$ cat config.mk
export PLATFORM = sky130hd
export DESIGN_NAME = weight_load_ctrl
export DESIGN_NICKNAME = d
export VERILOG_FILES = /design/src/rtl/weight_load_ctrl.sv
export SDC_FILE = /design/constraint.sdc
export NUM_CORES = 1
export LEC_CHECK = 0
export CORE_AREA = 5 5 49 51
export DETAILED_ROUTE_END_ITERATION = 7
export DIE_AREA = 0 0 54 56
export DONT_BUFFER_PORTS = 1
export MAX_ROUTING_LAYER = met4
export PLACE_DENSITY = 0.77
export SYNTH_ARGS = -nofsm -noshare
export SYNTH_HDL_FRONTEND = slang
export SYNTH_SLANG_ARGS = --single-unit
$ cat constraint.sdc
create_clock -name clk_i -period 1.5 [get_ports clk_i]
set_input_delay 0.075 -clock clk_i [delete_from_list [all_inputs] [get_ports clk_i]]
set_output_delay 0.075 -clock clk_i [all_outputs]
set_load 0.02 [all_outputs]
$ cat src/rtl/weight_load_ctrl.sv
// Weight load controller: clears NUM_REGS downstream weight registers, then writes one streamed weight per slot.
// Optional build macro WLOAD_SKIP_ZERO_EN: zero weights consume a slot without raising a write enable.
module weight_load_ctrl #(
    parameter int F_WIDTH  = 8,
    parameter int NUM_REGS = 9
) (
    input  logic                       clk_i,
    input  logic                       wctl_rst_i,
    input  logic                       start_i,
    input  logic signed [F_WIDTH-1:0]  f_weight_i,
    input  logic                       f_valid_i,
    output logic                       f_ready_o,
    output logic signed [F_WIDTH-1:0]  f_weight_o,
    output logic                       wreg_rst_o,
    output logic [NUM_REGS-1:0]        wreg_wr_en_o,
    output logic                       busy_o,
    output logic                       done_o,
    output logic [1:0]                 dbg_state
);

    localparam int IDX_W = (NUM_REGS > 1) ? $clog2(NUM_REGS) : 1;
    localparam logic [IDX_W-1:0]    LAST_IDX = IDX_W'(NUM_REGS - 1);
    localparam logic [NUM_REGS-1:0] ONE_HOT0 = NUM_REGS'(1);

`ifdef WLOAD_SKIP_ZERO_EN
    localparam bit SKIP_ZERO = 1'b1;
`else
    localparam bit SKIP_ZERO = 1'b0;
`endif

    typedef enum logic [1:0] {
        IDLE  = 2'd0,
        CLEAR = 2'd1,
        LOAD  = 2'd2,
        DONE  = 2'd3
    } state_t;

    state_t           state;
    logic [IDX_W-1:0] idx;
    logic             handshake;
    logic             write_slot;

    // Weight stream handshake: a weight transfers on every rising edge where
    // f_valid_i and f_ready_o are both high; the source holds f_weight_i
    // stable while f_valid_i is high and f_ready_o is low. No timeout.
    assign f_ready_o  = (state == LOAD);
    assign handshake  = f_valid_i & f_ready_o;
    assign busy_o     = (state == CLEAR) || (state == LOAD);
    assign dbg_state  = state;
    assign write_slot = !SKIP_ZERO || (f_weight_i != '0);

    always_ff @(posedge clk_i) begin
        if (wctl_rst_i) begin
            state        <= IDLE;
            idx          <= '0;
            f_weight_o   <= '0;
            wreg_rst_o   <= 1'b0;
            wreg_wr_en_o <= '0;
            done_o       <= 1'b0;
        end else begin
            // Pulse outputs default low so each lasts exactly one cycle.
            wreg_rst_o   <= 1'b0;
            wreg_wr_en_o <= '0;
            done_o       <= 1'b0;
            case (state)
                IDLE: begin
                    if (start_i) begin
                        state      <= CLEAR;
                        idx        <= '0;
                        wreg_rst_o <= 1'b1;
                    end
                end
                CLEAR: begin
                    state <= LOAD;
                end
                LOAD: begin
                    if (handshake) begin
                        f_weight_o <= f_weight_i;
                        if (write_slot) begin
                            wreg_wr_en_o <= ONE_HOT0 << idx;
                        end
                        // The last slot's enable and done_o land in the same cycle.
                        if (idx == LAST_IDX) begin
                            state  <= DONE;
                            idx    <= '0;
                            done_o <= 1'b1;
                        end else begin
                            idx <= idx + IDX_W'(1);
                        end
                    end
                end
                DONE: begin
                    state <= IDLE;
                end
                default: begin
                    state <= IDLE;
                end
            endcase
        end
    end

endmodule

==> summary.txt, run 1 <==
=====================================================================================
Number of iterations in the first detailed-routing pass ................            4
Synthesized flop and latch total .......................................           25
Via count of the first global-routing pass .............................          791
Share of the yosys chip area belonging to registers ....................       47.56%
Layout area overhead ...................................................       21.40%
Max incr delay on CP ...................................................       350 ps
Clock insertion delay at the later pin of the skew report ..............       310 ps
Number of buffers and inverters on the critical path ...................            1
Initial core utilization ...............................................       55.33%
Number of max-slew violations in the final report ......................            0
R2R depth ..............................................................            5
Largest fanout on the critical path ....................................            9
Final min period .......................................................      1432 ps
Startpoint class of the critical path ..................................     register
Clock root cell ........................................................     clkbuf_4
Full die area ..........................................................     3024 um2
Gate power share .......................................................        41.6%
Avg WL per Cell ........................................................     14.12 um
Minimum setup slack among reg-to-reg paths .............................        70 ps
Register clock-pin slew on the reported worst setup and hold paths .....       120 ps
Arrival time of data at the critical path endpoint .....................      1670 ps
Internal Pwr Total .....................................................     1.178 mW
Post-synthesis instance area ...........................................     1052 um2
TritonCTS Sinks ........................................................           25
CTS HTree Levels .......................................................            1
Routed via count .......................................................          846
Final design area excluding fillers ....................................     1277 um2
Global-route wire length before repair .................................      3408 um
Largest delay contributor family on the critical path .................. simple AND/OR/NAND/NOR gates
Global-route track usage on met3 .......................................       4.290%
Largest net degree at the start of global routing ......................           20
Timing-limited maximum frequency .......................................   0.6983 GHz
Top Ports ..............................................................           35
Total power density per cell area ......................................  1462 nW/um2
Endpoint class of the critical path ....................................     register
Minimum setup slack in the final design ................................     67.91 ps
Number of unique standard cell types used by synthesis .................           32
Detail-routed via count per cell .......................................        5.389
Overall power of the completed layout ..................................     1.868 mW
Critical register-to-register path startpoint .......................... dbg_state[0]
Diode insertion count for antenna repair ...............................            0
Worst setup path startpoint ............................................ dbg_state[0]
Cells after DPL ........................................................          142
Total Nets Final .......................................................          150
Post-Place Worst Slack .................................................     29.84 ps
Global routing met2 resource utilization ...............................       23.01%
Num rows ...............................................................           16
GRT busiest layer ......................................................         met2
Area used by multi-input combinational logic ...........................    525.5 um2
Crit-path slowest cell .................................................       and2_1
Placed wire-length estimate ............................................      1579 um
Leak pwr ...............................................................    0.4671 nW
Cell count after synthesis .............................................          113
Final Hold Fails .......................................................            0
Number of max-cap violations ...........................................            0
Final global-route overflow total ......................................            0
Depth of the critical timing path with buffers and inverters included ..            5
Path type of the worst setup path ......................................      reg2reg
Worst-case clock buffer depth ..........................................            2
Synthesis Warnings .....................................................            0
Count of routing violations after the opening detailed-route iteration .           19
Aggregate global-route resource usage ..................................       15.09%
Die Height .............................................................        56 um
Worst hold-check path type .............................................       in2reg
Non-filler instance count after layout .................................          157
Syn nets ...............................................................          132
Syn_area_per_cell ......................................................    9.312 um2
VDD IR-drop max ........................................................      1172 uV
Wire length reported by the detailed router ............................      2217 um
Filler cells ...........................................................          147
Placeable core area ....................................................     1902 um2
Setup Viol. Count Final ................................................            0
TritonCTS clock tree ...................................................         done
Switching share of power ...............................................       36.95%
Drt drc ................................................................            0
Terminus of the critical flop-to-flop path .............................       idx[1]
Net switching power of the design ......................................    0.6903 mW
Core occupancy in the finished layout ..................................       67.17%
Endpoint of the worst setup timing path ................................       idx[1]
Run status .............................................................    completed
Share of the clock period used by the worst path after layout ..........       95.47%
Part of the power in the clock network .................................        15.6%
Width of the die .......................................................        54 um
Post-detailed-route count of antenna-violating nets ....................            0
List of cells traversed by the critical path ........................... inv_1 > ha_2 > and2_1 > nand3_1 > a31oi_1
Number of CTS-inserted buffers .........................................            3
Routability congestion estimate from global placement ..................       0.8626
WHS ....................................................................     54.17 ps
Initial antenna violation count ........................................            0
Final setup TNS ........................................................         0 ps
Number of port buffers .................................................            0
Area taken by flip-flops and latches ...................................    503.0 um2
CP Data Required Time ..................................................      1740 ps
Fin Clk Skew ...........................................................     2.164 ps
Share of cells above drive strength 1 ..................................       16.92%
Worst Max-Slew Pin Slew ................................................     702.3 ps
Instance area after placement ..........................................     1116 um2
Sequential share of power ..............................................        42.8%
Met1 Track Usage GR ....................................................       18.69%
Worst slew margin ......................................................       53.03%
=====================================================================================
==> routing by layer <==
layer	up-vias	part of all wire, %
li1	414	-
met1	386	43
met2	42	47
met3	4	9.3
met4	0	1.0
met5	-	0
==> flip-flops by register name, summed over array words and instances, names as in the netlist <==
name,count
done_o,1
wreg_rst_o,1
f_weight_o,8
wreg_wr_en_o,9
dbg_state,2
idx,4
==> synthesized netlist by cell type <==
master / instances / area [um2]
clkbuf_1: 1 / 3.750
o311ai_1: 1 / 8.760
inv_2: 1 / 3.750
buf_2: 3 / 15.01
a21o_1: 1 / 7.510
dfxtp_1: 25 / 500.5
nand3_1: 4 / 20.02
o21a_1: 1 / 7.510
and2_1: 9 / 56.30
o32ai_1: 1 / 8.760
buf_4: 1 / 7.510
nand4_1: 2 / 12.51
nand2_1: 19 / 71.32
a211oi_2: 1 / 12.51
nor2_1: 2 / 7.510
o31ai_1: 2 / 15.01
mux2i_1: 1 / 10.01
and3_1: 1 / 6.260
a21oi_1: 9 / 45.04
a31oi_1: 1 / 6.260
o21ai_0: 1 / 5.000
nand3b_4: 1 / 20.02
nand2b_1: 2 / 12.51
a2111oi_0: 1 / 8.760
inv_1: 6 / 22.52
ha_1: 7 / 87.58
nor2b_2: 1 / 8.760
o211ai_1: 1 / 7.510
nor2b_1: 2 / 12.51
or3_1: 1 / 6.260
nor4_2: 2 / 25.02
nor3_1: 2 / 10.01
==> final cells by class <==
cell class / instances / share of cell area [%]
inverter: 7 / 2.057
multi-input combinational: 76 / 41.14
tap: 27 / 2.644
sequential: 25 / 39.37
timing repair buffer: 18 / 12.73
clock buffer: 4 / 2.057
==> cells by family (layout without fill, tap and decap cells) <==
logic type | after synthesis | count (layout) | share of synthesized area, %
mux | 1 | 1 | 0.9513
compound gates | 20 | 20 | 12.60
simple gates | 48 | 48 | 25.56
buf+inv | 12 | 29 | 4.993
flops | 25 | 25 | 47.56
fa+ha+maj | 7 | 7 | 8.323
==> worst min path at each step <==
| stage | start | end | slack (ps) | cells after the start |
|---|---|---|---|---|
| 2_1_floorplan | f_weight_i[0] | f_weight_o[0] | 210 | 2 |
| 3_3_place_gp | wctl_rst_i | f_weight_o[0] | 150 | 1 |
| 3_5_place_dp | wctl_rst_i | f_weight_o[5] | 150 | 1 |
| 4_1_cts | f_valid_i | idx[1] | 50 | 3 |
| 5_1_grt | start_i | dbg_state[0] | 70 | 3 |
| 6_report | f_valid_i | idx[1] | 50 | 3 |
==> cell usage in the layout (no fill, tap or decap), types with 2 or more instances in the layout <==
master	count
a21oi_1	9
and2_1	9
buf_4	7
clkbuf_4	3
dfxtp_1	23
dfxtp_2	2
dlygate4sd3_1	11
ha_1	5
ha_2	2
inv_1	6
nand2_1	19
nand2b_1	2
nand3_1	4
nand4_1	2
nor2_1	2
nor3_1	2
nor4_2	2
o31ai_1	2
==> power groups by stage <==
stage,Sequential (mW),Combinational [mW],Clock (mW)
6_report,0.800,0.778,0.291
5_1_grt,0.807,0.848,0.326
4_1_cts,0.800,0.709,0.298
3_5_place_dp,0.815,0.676,0
3_3_place_gp,0.812,0.653,0
2_1_floorplan,0.848,0.443,0
==> tightest hold or removal path, cell delays in order <==
cell and delay (ps):
nand3_1 60, a21o_1 110, a31oi_1 80
==> repair_timing <==
action | 4_1_cts | 5_1_grt
resized for setup | 1 | 6
cloned | 0 | 0
hold endpoints to repair | 25 | 0
hold buffers | 11 | 0
buffers inserted | 0 | 0
setup endpoints to repair | 1 | 4
Power figures use the tool's default switching activity.
==> run 2, diff against run 1 <==
==> config.mk (replaced) <==
export PLATFORM = sky130hd
export DESIGN_NAME = weight_load_ctrl
export DESIGN_NICKNAME = d
export VERILOG_FILES = /design/src/rtl/weight_load_ctrl.sv
export SDC_FILE = /design/constraint.sdc
export NUM_CORES = 1
export LEC_CHECK = 0
export ABC_AREA = 1
export CORE_AREA = 5 5 47 49
export DETAILED_ROUTE_END_ITERATION = 7
export DIE_AREA = 0 0 52 54
export DONT_BUFFER_PORTS = 1
export MAX_ROUTING_LAYER = met4
export PLACE_DENSITY = 0.79
export SYNTH_ARGS = -nofsm -noshare
export SYNTH_HDL_FRONTEND = slang
export SYNTH_SLANG_ARGS = --single-unit
==> summary.txt, run 2 <==
=====================================================================================
Run status .............................................................    completed
Width of the die .......................................................        52 um   -3.7%
Global-route wire length before repair .................................      3401 um   -0.21%
Post-synthesis async set-or-reset flop share ...........................           0%   unchanged
Drt drc ................................................................            0   unchanged
Post-synthesis instance area ...........................................    988.4 um2   -6.1%
EDFF count, synth ......................................................            0   unchanged
Worst slew margin ......................................................       81.74%   +29 points
Final Hold Fails .......................................................            0   unchanged
Syn nets ...............................................................          145   +9.8%
TritonCTS clock tree ...................................................         done
Primary FF master, synth ...............................................      dfxtp_1
Area taken by flip-flops and latches ...................................    501.7 um2   -0.25%
Share of cells above drive strength 1 ..................................       9.655%   -7.3 points
Count of routing violations after the opening detailed-route iteration .           28   +9
Highest-count cells in the layout ignoring fill and taps ............... nor2_1, dfxtp_1, nand2_1, inv_1, dlygate4sd3_1
Placed wire-length estimate ............................................      1550 um   -1.8%
List of cells traversed by the critical path ........................... inv_1 > ha_1 > nand3_1 > nand2_1 > nand2_1 > nand2_1 > a21oi_1
Crit-path slowest cell .................................................      dfxtp_1
Regs by FF count ....................................................... wreg_wr_en_o x9, f_weight_o x8, idx x4
Post-detailed-route count of antenna-violating nets ....................            0   unchanged
TritonCTS Sinks ........................................................           25   unchanged
Timing-limited maximum frequency .......................................   0.7353 GHz   +5.3%
Cell count after synthesis .............................................          126   +12%
Area used by multi-input combinational logic ...........................    417.9 um2   -20%
Total Nets Final .......................................................          165   +10%
Via count of the first global-routing pass .............................          804   +1.6%
CTS HTree Levels .......................................................            1   unchanged
Most common cell type on the critical path .............................      nand2_1
Wire length reported by the detailed router ............................      2172 um   -2.0%
Startpoint class of the critical path ..................................     register
Arrival time of data at the critical path endpoint .....................      1600 ps   -70 ps
WHS ....................................................................     17.95 ps   -36.22 ps
Path type of the worst setup path ......................................      reg2reg
Register clock-pin slew on the reported worst setup and hold paths .....       120 ps   about the same
Share of the clock period used by the worst path after layout ..........       90.66%   -4.8 points
Number of CTS-inserted buffers .........................................            3   unchanged
Number of port buffers .................................................            0   unchanged
Number of buffers and inverters on the critical path ...................            1   unchanged
Detail-routed via count per cell .......................................        4.925   -8.6%
Routability congestion estimate from global placement ..................       0.8567   -0.68%
Synthesis Warnings .....................................................            0   unchanged
Area share of the largest cell type after synthesis ....................       50.63%   +3.1 points
Worst Max-Slew Pin Slew ................................................     273.5 ps   -428.8 ps
Syn_area_per_cell ......................................................    7.845 um2   -16%
VDD IR-drop max ........................................................      1038 uV   -11%
Largest register by flop count ......................................... wreg_wr_en_o
Leading cell types by count after synthesis ............................ nor2_1, dfxtp_1, nand2_1
Aggregate global-route resource usage ..................................       17.46%   +2.4 points
Initial antenna violation count ........................................            0   unchanged
Clock root cell ........................................................     clkbuf_4
Final setup TNS ........................................................         0 ps   unchanged
Max incr delay on CP ...................................................       440 ps   +90 ps
Worst-case clock buffer depth ..........................................            2   unchanged
Number of iterations in the first detailed-routing pass ................            4   unchanged
Clock insertion delay at the later pin of the skew report ..............       310 ps   about the same
Avg WL per Cell ........................................................     12.55 um   -11%
Synthesized flop and latch total .......................................           25   unchanged
Placeable core area ....................................................     1822 um2   -4.2%
Final global-route overflow total ......................................            0   unchanged
Unrepaired setup endpoints after global routing ........................           no
Worst hold-check path type .............................................       in2reg
Number of max-slew violations in the final report ......................            0   unchanged
Fin Clk Skew ...........................................................     4.476 ps   +2.312 ps
Number of unique standard cell types used by synthesis .................           14   -56%
Filler cells ...........................................................          155   +5.4%
Cell types occupying the most area after synthesis ..................... dfxtp_1, nor2_1, ha_1
Total power density per cell area ......................................  1630 nW/um2   +11%
Initial core utilization ...............................................       54.26%   -1.1 points
Share of the yosys chip area belonging to registers ....................       50.63%   +3.1 points
Full die area ..........................................................     2808 um2   -7.1%
Most instantiated library cell after synthesis .........................       nor2_1
Largest fanout on the critical path ....................................            5   -4
Final min period .......................................................      1360 ps   -72.12 ps
Endpoint class of the critical path ....................................     register
Most common cell after layout, fill and taps aside .....................       nor2_1
Largest delay contributor family on the critical path ..................   flip-flops
Max FFs per register ...................................................            9   unchanged
CP Data Required Time ..................................................      1740 ps   about the same
Largest area contributor in the synthesized netlist ....................      dfxtp_1
Layout area overhead ...................................................       20.89%
Setup Viol. Count Final ................................................            0   unchanged
Post-CTS setup buffers .................................................            0   unchanged
Num rows ...............................................................           16   unchanged
Leak pwr ...............................................................    0.5084 nW   +8.8%
Largest net degree at the start of global routing ......................           14   -30%
Top Ports ..............................................................           35   unchanged
Die Height .............................................................        54 um   -3.6%
Routed via count .......................................................          852   +0.71%
Number of max-cap violations ...........................................            0   unchanged
=====================================================================================
[run 2: cell count changes in the layout (fill, tap and decap cells not counted), sizes merged, moves of 2 or more]
cell    previous run  this run
a21oi              9         4
and2               9         0
inv                7        17
nand2b             2         0
nand3              4         8
nor2               2        30
nor2b              3         0
nor4               2         0
o21ai              1         8
o31ai              2         0
[run 2: where the power goes]
group / switching, mW / internal [mW]
clock: 0.181 / 0.104
sequential: 0.125 / 0.753
combinational: 0.487 / 0.298
[run 2: repair_timing]
item,CTS,global route
hold endpoints to repair,13,0
setup endpoints to repair,0,4
hold buffers,10,0
resized for setup,0,1
[run 2: cells by family (layout without fill, tap and decap cells)]
logic type / after synthesis / after routing / synth area share, %
AOI/OAI and AO/OA: 12 / 12 / 6.076
adders and majority gates: 7 / 7 / 8.860
buffers and inverters: 19 / 38 / 7.341
DFF: 25 / 25 / 50.63
other: 0 / 1 / 0
and+or+nand+nor: 63 / 63 / 27.09
[run 2: worst paths after layout]
kind                            cells after the start              end       start  slack [ps]
worst min register to register                      2           idx[0]      idx[0]         520
worst max-delay path                                7           idx[0]      idx[1]         140
worst max register to register                      7           idx[0]      idx[1]         140
worst min-delay path                                3  wreg_wr_en_o[0]  wctl_rst_i          20
[run 2: layer usage]
layer | routed length, um | share of wire (%) | GRT usage, %
met1 | 882 | 41 | 17.03
met2 | 1128 | 52 | 30.13
met3 | 124 | 5.7 | 5.263
met4 | 37 | 1.7 | 11.35
met5 | 0 | 0 | -
[run 2: worst register-to-register path: cells and delay by family, from the launching register on]
kind	cells	cell delay, ps
and+or+nand+nor	4	420
buffers and inverters	1	90
AOI/OAI and AO/OA	1	120
adders and majority gates	1	220
DFF	1	440
[run 2: final cells by class]
class	count	area share, %
repair buffers	16	12.15
flip-flops and latches	25	41.99
well taps	27	2.827
diodes	1	0.2094
multi-input cells	82	34.97
clock buffers	4	2.199
inverters	18	5.654
[run 2: metrics by stage]
| stage | power [mW] | util [%] | std cells | setup slack, ps | area, um2 |
|---|---|---|---|---|---|
| 2_1_floorplan | 1.435 | - | 126 | 84.45 | 991.0 |
| 3_3_place_gp | 1.618 | 58.45 | 158 | 217.4 | 1065 |
| 3_5_place_dp | 1.654 | 58.45 | 158 | 120.5 | 1065 |
| 4_1_cts | 1.954 | 65.38 | 172 | 91.85 | 1191 |
| 5_1_grt | 2.093 | 65.45 | 172 | 5.457 | 1192 |
| 6_report | 1.948 | 65.59 | 173 | 140.0 | 1195 |
==> run 3, diff against run 2 <==
--- a/config.mk
+++ b/config.mk
@@ -6,12 +6,12 @@
 export NUM_CORES = 1
 export LEC_CHECK = 0
 export ABC_AREA = 1
-export CORE_AREA = 5 5 47 49
+export BUFFER_PORTS_ARGS = -buffer_cell sky130_fd_sc_hd__buf_2
+export CORE_AREA = 10 10 57 59
 export DETAILED_ROUTE_END_ITERATION = 7
-export DIE_AREA = 0 0 52 54
-export DONT_BUFFER_PORTS = 1
+export DIE_AREA = 0 0 67 69
 export MAX_ROUTING_LAYER = met4
-export PLACE_DENSITY = 0.79
+export PLACE_DENSITY = 0.8
 export SYNTH_ARGS = -nofsm -noshare
 export SYNTH_HDL_FRONTEND = slang
 export SYNTH_SLANG_ARGS = --single-unit
==> summary.txt, run 3 (synthesized netlist as in run 2, its figures left out) <==
=====================================================================================
Minimum setup slack among reg-to-reg paths .............................       120 ps   -20 ps
Worst slew margin ......................................................       82.71%   +0.96 points
Routability congestion estimate from global placement ..................       0.7830   -8.6%
Placeable core area ....................................................     2148 um2   +18%
Top Ports ..............................................................           35   unchanged
Count of routing violations after the opening detailed-route iteration .           25   -11%
Total Nets Final .......................................................          184   +12%
Share of the clock period used by the worst path after layout ..........       91.89%   +1.2 points
Fin Clk Skew ...........................................................     3.591 ps   -0.8845 ps
Path type of the worst setup path ......................................      reg2reg
Num rows ...............................................................           17   +1
Final min period .......................................................      1378 ps   +18.42 ps
Endpoint class of the critical path ....................................     register
Regs by FF count ....................................................... wreg_wr_en_o x9, f_weight_o x8, idx x4
Share of cells above drive strength 1 ..................................       25.61%   +16 points
Startpoint class of the critical path ..................................     register
Number of iterations in the first detailed-routing pass ................            5   +1
Worst Max-Slew Pin Slew ................................................     259.1 ps   -14.42 ps
Worst-case clock buffer depth ..........................................            2   unchanged
Leak pwr ...............................................................    0.6087 nW   +20%
Wire length reported by the detailed router ............................      2333 um   +7.4%
Cells after DPL ........................................................          188   +19%
Final global-route overflow total ......................................            0   unchanged
Drt drc ................................................................            0   unchanged
Max FFs per register ...................................................            9   unchanged
Initial core utilization ...............................................       46.01%   -8.2 points
Full die area ..........................................................     4623 um2   +65%
CP Data Required Time ..................................................      1720 ps   -20 ps
Layout area overhead ...................................................       23.92%
Die Height .............................................................        69 um   +28%
Largest net degree at the start of global routing ......................           14   unchanged
Initial antenna violation count ........................................            0   unchanged
Non-filler instance count after layout .................................          192   +11%
Largest fanout on the critical path ....................................            6   +1
Width of the die .......................................................        67 um   +29%
Number of port buffers .................................................           34   +34
Via count of the first global-routing pass .............................          919   +14%
Final Hold Fails .......................................................            0   unchanged
Most common cell after layout, fill and taps aside .....................        buf_2
Setup Viol. Count Final ................................................            0   unchanged
Post-detailed-route count of antenna-violating nets ....................            0   unchanged
Largest register by flop count ......................................... wreg_wr_en_o
Clock root cell ........................................................     clkbuf_4
Filler cells ...........................................................          208   +34%
Number of max-slew violations in the final report ......................            0   unchanged
Avg WL per Cell ........................................................     12.15 um   -3.2%
Post-CTS Resized .......................................................            0   unchanged
Worst hold-check path type .............................................       in2reg
Unrepaired setup endpoints after global routing ........................          yes
Highest-count cells in the layout ignoring fill and taps ............... buf_2, nor2_1, dfxtp_1, nand2_1, inv_1
Diode insertion count for antenna repair ...............................            0   -1
Post-CTS Hold Fix Bufs .................................................            0   -10
Run status .............................................................    completed
R2R depth ..............................................................            8   +1
TritonCTS Sinks ........................................................           25   unchanged
TritonCTS clock tree ...................................................         done
Register clock-pin slew on the reported worst setup and hold paths .....       120 ps   about the same
Placed wire-length estimate ............................................      1963 um   +27%
Post-Place Worst Slack .................................................     146.7 ps   +26.22 ps
Total power density per cell area ......................................  1574 nW/um2   -3.4%
Number of max-cap violations ...........................................            0   unchanged
Global-route wire length before repair .................................      3801 um   +12%
CTS HTree Levels .......................................................            1   unchanged
Detail-routed via count per cell .......................................        4.813   -2.3%
Minimum setup slack in the final design ................................     121.6 ps   -18.42 ps
Clock insertion delay at the later pin of the skew report ..............       310 ps   about the same
Arrival time of data at the critical path endpoint .....................      1600 ps   about the same
VDD IR-drop max ........................................................      1090 uV   +5.0%
Routed via count .......................................................          924   +8.5%
Aggregate global-route resource usage ..................................       10.26%   -7.2 points
Timing-limited maximum frequency .......................................   0.7255 GHz   -1.3%
Number of CTS-inserted buffers .........................................            3   unchanged
WHS Path Cells .........................................................            3   unchanged
Post-CTS setup buffers .................................................            0   unchanged
Core occupancy in the finished layout ..................................       57.02%   -8.6 points
WHS ....................................................................     5.769 ps   -12.18 ps
=====================================================================================
## run 3: cell types whose count changed in the layout (fill, tap and decap cells not counted)
cell           change
dlygate4sd3_1     -10
buf_2             +34
diode_2            -1
dfxtp_1            +1
buf_4              -5
dfxtp_2            -1
## run 3: metal layers
layer	global-route usage, %	vias up	part of all wire (%)
li1	-	465	-
met5	-	-	0
met1	9.251	426	38
met3	3.543	2	8.6
met4	3.167	0	0.39
met2	19.04	31	53
## run 3: through the flow
stage / instance area, um2 / power (mW) / setup TNS, ps
after CTS: 1225 / 1.938 / 0
after detailed placement: 1199 / 1.662 / 0
after global routing: 1225 / 2.077 / -8.399
after global placement: 1199 / 1.623 / 0
after floorplan: 991.0 / 1.435 / 0
final: 1225 / 1.929 / 0
## run 3: layout make-up
| cell class | instances | area, um2 | area share [%] |
|---|---|---|---|
| Inverter | 18 | 67.56 | 5.516 |
| Sequential cell | 25 | 500.5 | 40.86 |
| Tap cell | 28 | 35.03 | 2.860 |
| Timing Repair Buffer | 35 | 177.7 | 14.50 |
| Clock buffer | 4 | 26.28 | 2.145 |
| Multi-Input combinational cell | 82 | 417.9 | 34.12 |
## run 3: worst paths after layout
check                startpoint       endpoint
setup / recovery   dbg_state[1]         idx[3]
hold / removal          start_i     wreg_rst_o
setup reg to reg   dbg_state[1]         idx[3]
hold reg to reg   f_weight_o[4]  f_weight_o[4]
## run 3: critical path, stage by stage, from the launching register on
cell,delay [ps]
dfxtp_1,400
inv_1,80
ha_1,190
nand2_1,170
nand2_2,110
nor2_4,130
nand3_1,100
nand2_1,80
nor2_1,40
## run 3: report_power, final
part | internal, mW | switching [mW]
logic | 0.278 | 0.565
clock network | 0.104 | 0.181
registers | 0.751 | 0.0499
